[src/rtl/cfg_chain_pkg.sv]
// Shared definitions for the configuration chain loader and the CB/SB/CLB tiles.
package cfg_chain_pkg;

  // Default chain length and host word width used across the tile family.
  localparam int CFG_CHAIN_LEN = 69;
  localparam int CFG_WORD_W    = 32;

  typedef enum logic [1:0] {
    IDLE   = 2'd0,
    FETCH  = 2'd1,
    SHIFT  = 2'd2,
    FINISH = 2'd3
  } cfg_state_e;

  // Number of host words needed to cover len chain bits.
  function automatic int words_for(input int len, input int w);
    return (len + w - 1) / w;
  endfunction

endpackage

[src/rtl/cfg_rb_packer.sv]
// Serial-to-parallel readback accumulator. Collects one bit per enabled chain
// edge, first-out bit at position 0, and flushes a word when it is full or when
// the final chain bit arrives (unfilled upper bits stay 0).
module cfg_rb_packer
#(
  parameter int WORD_W = 32
) (
  input  logic              clk_i,
  input  logic              rst_ni,
  input  logic              sample_i,
  input  logic              bit_i,
  input  logic              last_i,
  output logic [WORD_W-1:0] data_o,
  output logic              valid_o
);
  localparam int PBW = (WORD_W > 1) ? $clog2(WORD_W) : 1;
  localparam logic [PBW-1:0] LAST_POS = PBW'(WORD_W - 1);

  logic [WORD_W-1:0] accum_q, accum_d;
  logic [WORD_W-1:0] data_q, data_d;
  logic [PBW-1:0]    pos_q, pos_d;
  logic              valid_q, valid_d;
  logic [WORD_W-1:0] merged;

  // Merge the sampled bit and decide whether this edge flushes a word.
  always_comb begin
    accum_d = accum_q;
    data_d  = data_q;
    pos_d   = pos_q;
    valid_d = 1'b0;
    merged  = accum_q | (WORD_W'(bit_i) << pos_q);
    if (sample_i) begin
      if (pos_q == LAST_POS || last_i) begin
        data_d  = merged;
        valid_d = 1'b1;
        accum_d = '0;
        pos_d   = '0;
      end else begin
        accum_d = merged;
        pos_d   = pos_q + 1'b1;
      end
    end
  end

  // Accumulator, bit position and output word registers.
  always_ff @(posedge clk_i or negedge rst_ni) begin
    if (!rst_ni) begin
      accum_q <= '0;
      data_q  <= '0;
      pos_q   <= '0;
      valid_q <= 1'b0;
    end else begin
      accum_q <= accum_d;
      data_q  <= data_d;
      pos_q   <= pos_d;
      valid_q <= valid_d;
    end
  end

  assign data_o  = data_q;
  assign valid_o = valid_q;

endmodule

[src/rtl/cfg_chain_loader.sv]
// Master end of the serial configuration chain: takes host words over a
// valid/ready stream, shifts them out LSB-first on prog_in/prog_en, and packs
// the bits returned on prog_out into readback words.
module cfg_chain_loader
  import cfg_chain_pkg::*;
#(
  parameter int CHAIN_LEN = CFG_CHAIN_LEN,
  parameter int WORD_W    = CFG_WORD_W
) (
  input  logic              prog_clk,
  input  logic              rst,
  input  logic              start,
  input  logic [WORD_W-1:0] in_data,
  input  logic              in_valid,
  output logic              in_ready,
  output logic              prog_in,
  output logic              prog_en,
  input  logic              prog_out,
  output logic [WORD_W-1:0] rb_data,
  output logic              rb_valid,
  output logic              busy,
  output logic              done
);
  localparam int BCW = $clog2(CHAIN_LEN + 1);
  localparam int WBW = $clog2(WORD_W + 1);
  localparam logic [BCW-1:0] LAST_BIT  = BCW'(CHAIN_LEN - 1);
  localparam logic [WBW-1:0] LAST_WBIT = WBW'(WORD_W - 1);

  cfg_state_e        state_q, state_d;
  logic [WORD_W-1:0] word_q, word_d;
  logic [WORD_W-1:0] word_shift;
  logic [BCW-1:0]    bit_cnt_q, bit_cnt_d;
  logic [WBW-1:0]    word_bit_q, word_bit_d;
  logic              prog_en_q, prog_en_d;
  logic              prog_in_q, prog_in_d;
  logic              busy_q, busy_d;
  logic              done_q, done_d;

  // Session sequencing: word fetch, bit shifting with last-bit prefetch, finish.
  always_comb begin
    state_d    = state_q;
    word_d     = word_q;
    bit_cnt_d  = bit_cnt_q;
    word_bit_d = word_bit_q;
    prog_en_d  = prog_en_q;
    prog_in_d  = prog_in_q;
    busy_d     = busy_q;
    done_d     = 1'b0;
    in_ready   = 1'b0;
    // word_q holds the not-yet-driven bits with the currently driven bit at 0.
    word_shift = word_q >> 1;
    case (state_q)
      IDLE: begin
        if (start) begin
          state_d    = FETCH;
          busy_d     = 1'b1;
          bit_cnt_d  = '0;
          word_bit_d = '0;
        end
      end
      FETCH: begin
        in_ready = 1'b1;
        if (in_valid) begin
          state_d    = SHIFT;
          word_d     = in_data;
          word_bit_d = '0;
          prog_en_d  = 1'b1;
          prog_in_d  = in_data[0];
        end
      end
      SHIFT: begin
        // Every edge in SHIFT delivers the bit currently on prog_in.
        bit_cnt_d = bit_cnt_q + 1'b1;
        if (bit_cnt_q == LAST_BIT) begin
          state_d   = FINISH;
          prog_en_d = 1'b0;
          prog_in_d = 1'b0;
          done_d    = 1'b1;
        end else if (word_bit_q == LAST_WBIT) begin
          // Last bit of this word is on the wire: take the next word now so the
          // chain keeps shifting without a bubble, otherwise park in FETCH.
          in_ready   = 1'b1;
          word_bit_d = '0;
          if (in_valid) begin
            word_d    = in_data;
            prog_in_d = in_data[0];
          end else begin
            state_d   = FETCH;
            prog_en_d = 1'b0;
            prog_in_d = 1'b0;
          end
        end else begin
          word_bit_d = word_bit_q + 1'b1;
          word_d     = word_shift;
          prog_in_d  = word_shift[0];
        end
      end
      FINISH: begin
        busy_d  = 1'b0;
        state_d = IDLE;
      end
      default: state_d = IDLE;
    endcase
  end

  // State and datapath registers; reset drops prog_en immediately.
  always_ff @(posedge prog_clk or negedge rst) begin
    if (!rst) begin
      state_q    <= IDLE;
      word_q     <= '0;
      bit_cnt_q  <= '0;
      word_bit_q <= '0;
      prog_en_q  <= 1'b0;
      prog_in_q  <= 1'b0;
      busy_q     <= 1'b0;
      done_q     <= 1'b0;
    end else begin
      state_q    <= state_d;
      word_q     <= word_d;
      bit_cnt_q  <= bit_cnt_d;
      word_bit_q <= word_bit_d;
      prog_en_q  <= prog_en_d;
      prog_in_q  <= prog_in_d;
      busy_q     <= busy_d;
      done_q     <= done_d;
    end
  end

  cfg_rb_packer #(
    .WORD_W (WORD_W)
  ) u_rb_packer (
    .clk_i    (prog_clk),
    .rst_ni   (rst),
    .sample_i (prog_en_q),
    .bit_i    (prog_out),
    .last_i   (bit_cnt_q == LAST_BIT),
    .data_o   (rb_data),
    .valid_o  (rb_valid)
  );

  assign prog_en = prog_en_q;
  assign prog_in = prog_in_q;
  assign busy    = busy_q;
  assign done    = done_q;

endmodule

[config.mk]
export PLATFORM = sky130hd
export DESIGN_NAME = cfg_chain_loader
export DESIGN_NICKNAME = d
export VERILOG_FILES = /design/src/rtl/cfg_chain_pkg.sv /design/src/rtl/cfg_rb_packer.sv /design/src/rtl/cfg_chain_loader.sv
export SDC_FILE = /design/constraint.sdc
export NUM_CORES = 1
export LEC_CHECK = 0
export ABC_AREA = 1
export CORE_ASPECT_RATIO = 1.2
export CORE_MARGIN = 2
export CORE_UTILIZATION = 30
export CTS_BUF_LIST = sky130_fd_sc_hd__clkbuf_4
export DETAILED_ROUTE_END_ITERATION = 7
export PLACE_DENSITY_LB_ADDON = 0.3
export REMOVE_ABC_BUFFERS = 1
export SETUP_SLACK_MARGIN = 0.02
export SYNTH_ARGS = -nofsm -noshare
export SYNTH_HDL_FRONTEND = slang
export SYNTH_SLANG_ARGS = --single-unit
[constraint.sdc]
create_clock -name prog_clk -period 3.9 [get_ports prog_clk]
set_clock_uncertainty 0.1 [all_clocks]
set_input_delay 0.78 -clock prog_clk [delete_from_list [all_inputs] [get_ports prog_clk]]
set_output_delay 0.78 -clock prog_clk [all_outputs]
set_load 0.03 [all_outputs]
==> flow_metrics.tcl <==
set metrics [dict create \
    start_util_pct 30.7 \
    clockBufferDepth 2 \
    die_area_um2 22100 \
    synth_cell_types 32 \
    routed_wl_um 14400 \
    avgSynthCellArea_um2 7.49 \
    cts_hold_buf 0 \
    fp.coreArea_um2 20400 \
    postSynthCellCount 837 \
    detail-route-antenna-nets 0 \
    worst_setup_path_end_kind "output pin" \
    period_share_pct 85.4 \
    min_path_type "in -> async" \
    min_period_ns 3.33 \
    cts.repair.resized 0 \
    grt_pass1_wl_um 24600 \
    finalHoldViolCount 0 \
    grt_start_max_net_pins 77 \
    slowest_stage "clkdlybuf4s50_1" \
    r2r-end "word_q[26]" \
    finalSetupTns_ns 0 \
    place_inst 1142 \
    cts-htree-levels 4 \
    gp_congestion 0.743 \
    cts_setup_buffers 0 \
    start_kind "flop" \
    drc 0 \
    switchingPower_mw 2.26 \
    vias_per_cell 4.46 \
    diodes 0 \
    ff2ff_setup_slack_ns 1.36 \
    grt_pass1_vias 5110 \
    yosysSeqAreaShare_pct 47.9 \
    p_sw_share_pct 44.7 \
    power_frac_seq_pct 37.1 \
    report.final.setup_viol 0 \
    dr.pass1.iters 4 \
    netlist_area_um2 6270 \
    max_slew_margin_pct 50.7 \
    crit_type "reg -> out" \
    cts_tree "built" \
    ir_drop_uv 264 \
    fmax_mhz 300 \
    cpPeakStageDelay_ns 0.70 \
    drive_above_1_share_pct 6.06 \
    cp_cell_sequence "ha_1, nand3_2, nor2_4, nand3_1, a21oi_1, clkdlybuf4s50_1" \
    cts_inserted_buffers 17 \
    wl_per_cell_um 12.3 \
    reg2reg_depth 9 \
    post-dp-hpwl_um 9190 \
    maxCapViolations 0 \
    clkPwrFrac_pct 17.0 \
    cp_data_required_time_ns 3.02 \
    drt_iter0_drc 284 \
    status "completed" \
    syn2layout_area_growth_pct 18.0 \
    clkSinkCount 120 \
    p_comb_share_pct 45.9 \
    nNetsFinal 942 \
    rows 57 \
    p_per_area_nw_per_um2 683 \
    clock_latency_ns 0.54 \
    grt.total_usage_pct 14.0 \
    tightestPinTransition_ns 0.740 \
    ioPinCount 75 \
    antenna_found_initial 0 \
    maxSlewViolCount 0 \
    p_int_mw 2.80 \
    grt_overflow 0 \
    crit_fanout 6 \
    clkTransAtPathRegs_ns 0.11 \
    vias 5236 \
    yosys_warnings 0 \
    arrival_ns 2.45 \
    r2r_start "state_q[0]" \
    die_x_um 136 \
    port_buffers 74 \
    final_cells 1173 \
    root_buffer "clkbuf_4" \
    leakagePower_nw 3.65 \
    dieHeight_um 162 \
    rsz0062_at_grt "false" \
    synth-seq-cells 120 \
]
## how the worst max path moves through the flow
stage	from	endpoint	slack [ns]
3_5_place_dp	word_bit_q[0]	in_ready	1.09
5_1_grt	word_bit_q[0]	in_ready	0.37
3_3_place_gp	word_bit_q[0]	in_ready	1.10
4_1_cts	word_bit_q[0]	in_ready	0.46
6_report	word_bit_q[0]	in_ready	0.57
2_1_floorplan	state_q[0]	word_q[10]	1.26
## per-layer routing
metal | vias up | wire, um | GRT usage, %
met1 | 2385 | 6770 | 17.4
met3 | 18 | 817 | 4.36
met4 | 0 | 180 | 4.69
met2 | 102 | 6600 | 22.9
met5 | - | 0 | 0
li1 | 2731 | - | -
## cell type report
type	count	area [um2]
clock buffers	17	128
clock inverters	14	135
fillers	2203	13000
inverters	96	363
multi-input cells	580	2640
flip-flops and latches	120	3000
well taps	265	332
repair buffers	81	798
## metrics by stage
step / power (mW) / instance area, um2 / utilization, % / setup slack (ns) / hold WS, ns
after CTS: 5.14 / 7400 / 36.3 / 0.460 / 0.172
after global routing: 5.55 / 7400 / 36.3 / 0.372 / 0.196
after global placement: 4.23 / 7140 / 35.0 / 1.10 / 0.363
final: 5.06 / 7400 / 36.3 / 0.570 / 0.187
after floorplan: 3.47 / 6010 / - / 1.26 / 0.349
after detailed placement: 4.26 / 7140 / 35.0 / 1.09 / 0.364
## sequential cells by signal, indices dropped and copies added, names as in the netlist, 2 cells and up
signal	flops
u_rb_packer.accum_q	32
u_rb_packer.pos_q	5
bit_cnt_q	7
u_rb_packer.data_o	32
word_q	31
word_bit_q	6
state_q	2
## synthesized netlist by cell type
master,count,area (um2)
nand3_1,64,320
o22ai_1,1,6.26
ha_1,9,113
o21ai_1,11,55.1
xor2_1,4,35.0
inv_4,1,6.26
nand2_1,285,1070
mux2i_1,1,10.0
nor2_4,3,33.8
nand3_2,3,30.0
xnor2_1,1,8.76
a21oi_1,34,170
clkinv_1,1,3.75
o21ai_2,1,8.76
clkbuf_1,15,56.3
nor2_1,96,360
dfrtp_1,120,3000
o21bai_1,15,113
inv_2,4,15.0
buf_4,3,22.5
buf_6,11,124
nor2_2,1,6.26
o21ai_4,1,16.3
or2_2,1,6.26
nand2_4,1,11.3
buf_2,12,60.1
o31ai_1,1,7.51
nor3_2,2,20.0
inv_1,90,338
nor3_1,3,15.0
o21ai_0,29,145
nand4_1,13,81.3
## worst max-delay path: cells and delay by family, from the launching register on
family                   cells  cell delay, ns
AO/OA/AOI/OAI                1            0.18
adder cells (fa/ha/maj)      1            0.23
buffers and inverters        1            0.70
flip-flops                   1            0.44
AND/OR/NAND/NOR              3            0.38
## logic make-up after synthesis
group | count (synthesis) | share of synthesized area, %
xor+xnor | 5 | 0.698
mux | 1 | 0.160
fa+ha+maj | 9 | 1.80
simple gates | 472 | 31.2
buf+inv | 137 | 9.98
compound gates | 93 | 8.32
flops | 120 | 47.9
## power by group through the flow
stage               registers, mW  logic [mW]  clock network (mW)
finish                       1.88        2.32               0.861
global placement             1.90        2.33                   0
CTS                          1.88        2.36               0.899
detailed placement           1.90        2.36                   0
global route                 1.93        2.66               0.953
floorplan                    2.12        1.34                   0
## cell usage in the layout (no fill, tap or decap), types with 6 or more instances in the layout
cell type / instances
inv_1: 90
clkinvlp_4: 6
buf_4: 7
ha_1: 9
clkdlybuf4s50_1: 72
nand3_1: 64
o21ai_1: 11
o21ai_0: 29
a21oi_1: 34
o21bai_1: 15
clkbuf_4: 17
nand2_1: 285
nor2_1: 96
nand4_1: 13
dfrtp_1: 120
No activity file was read; power rests on OpenSTA's default activity.
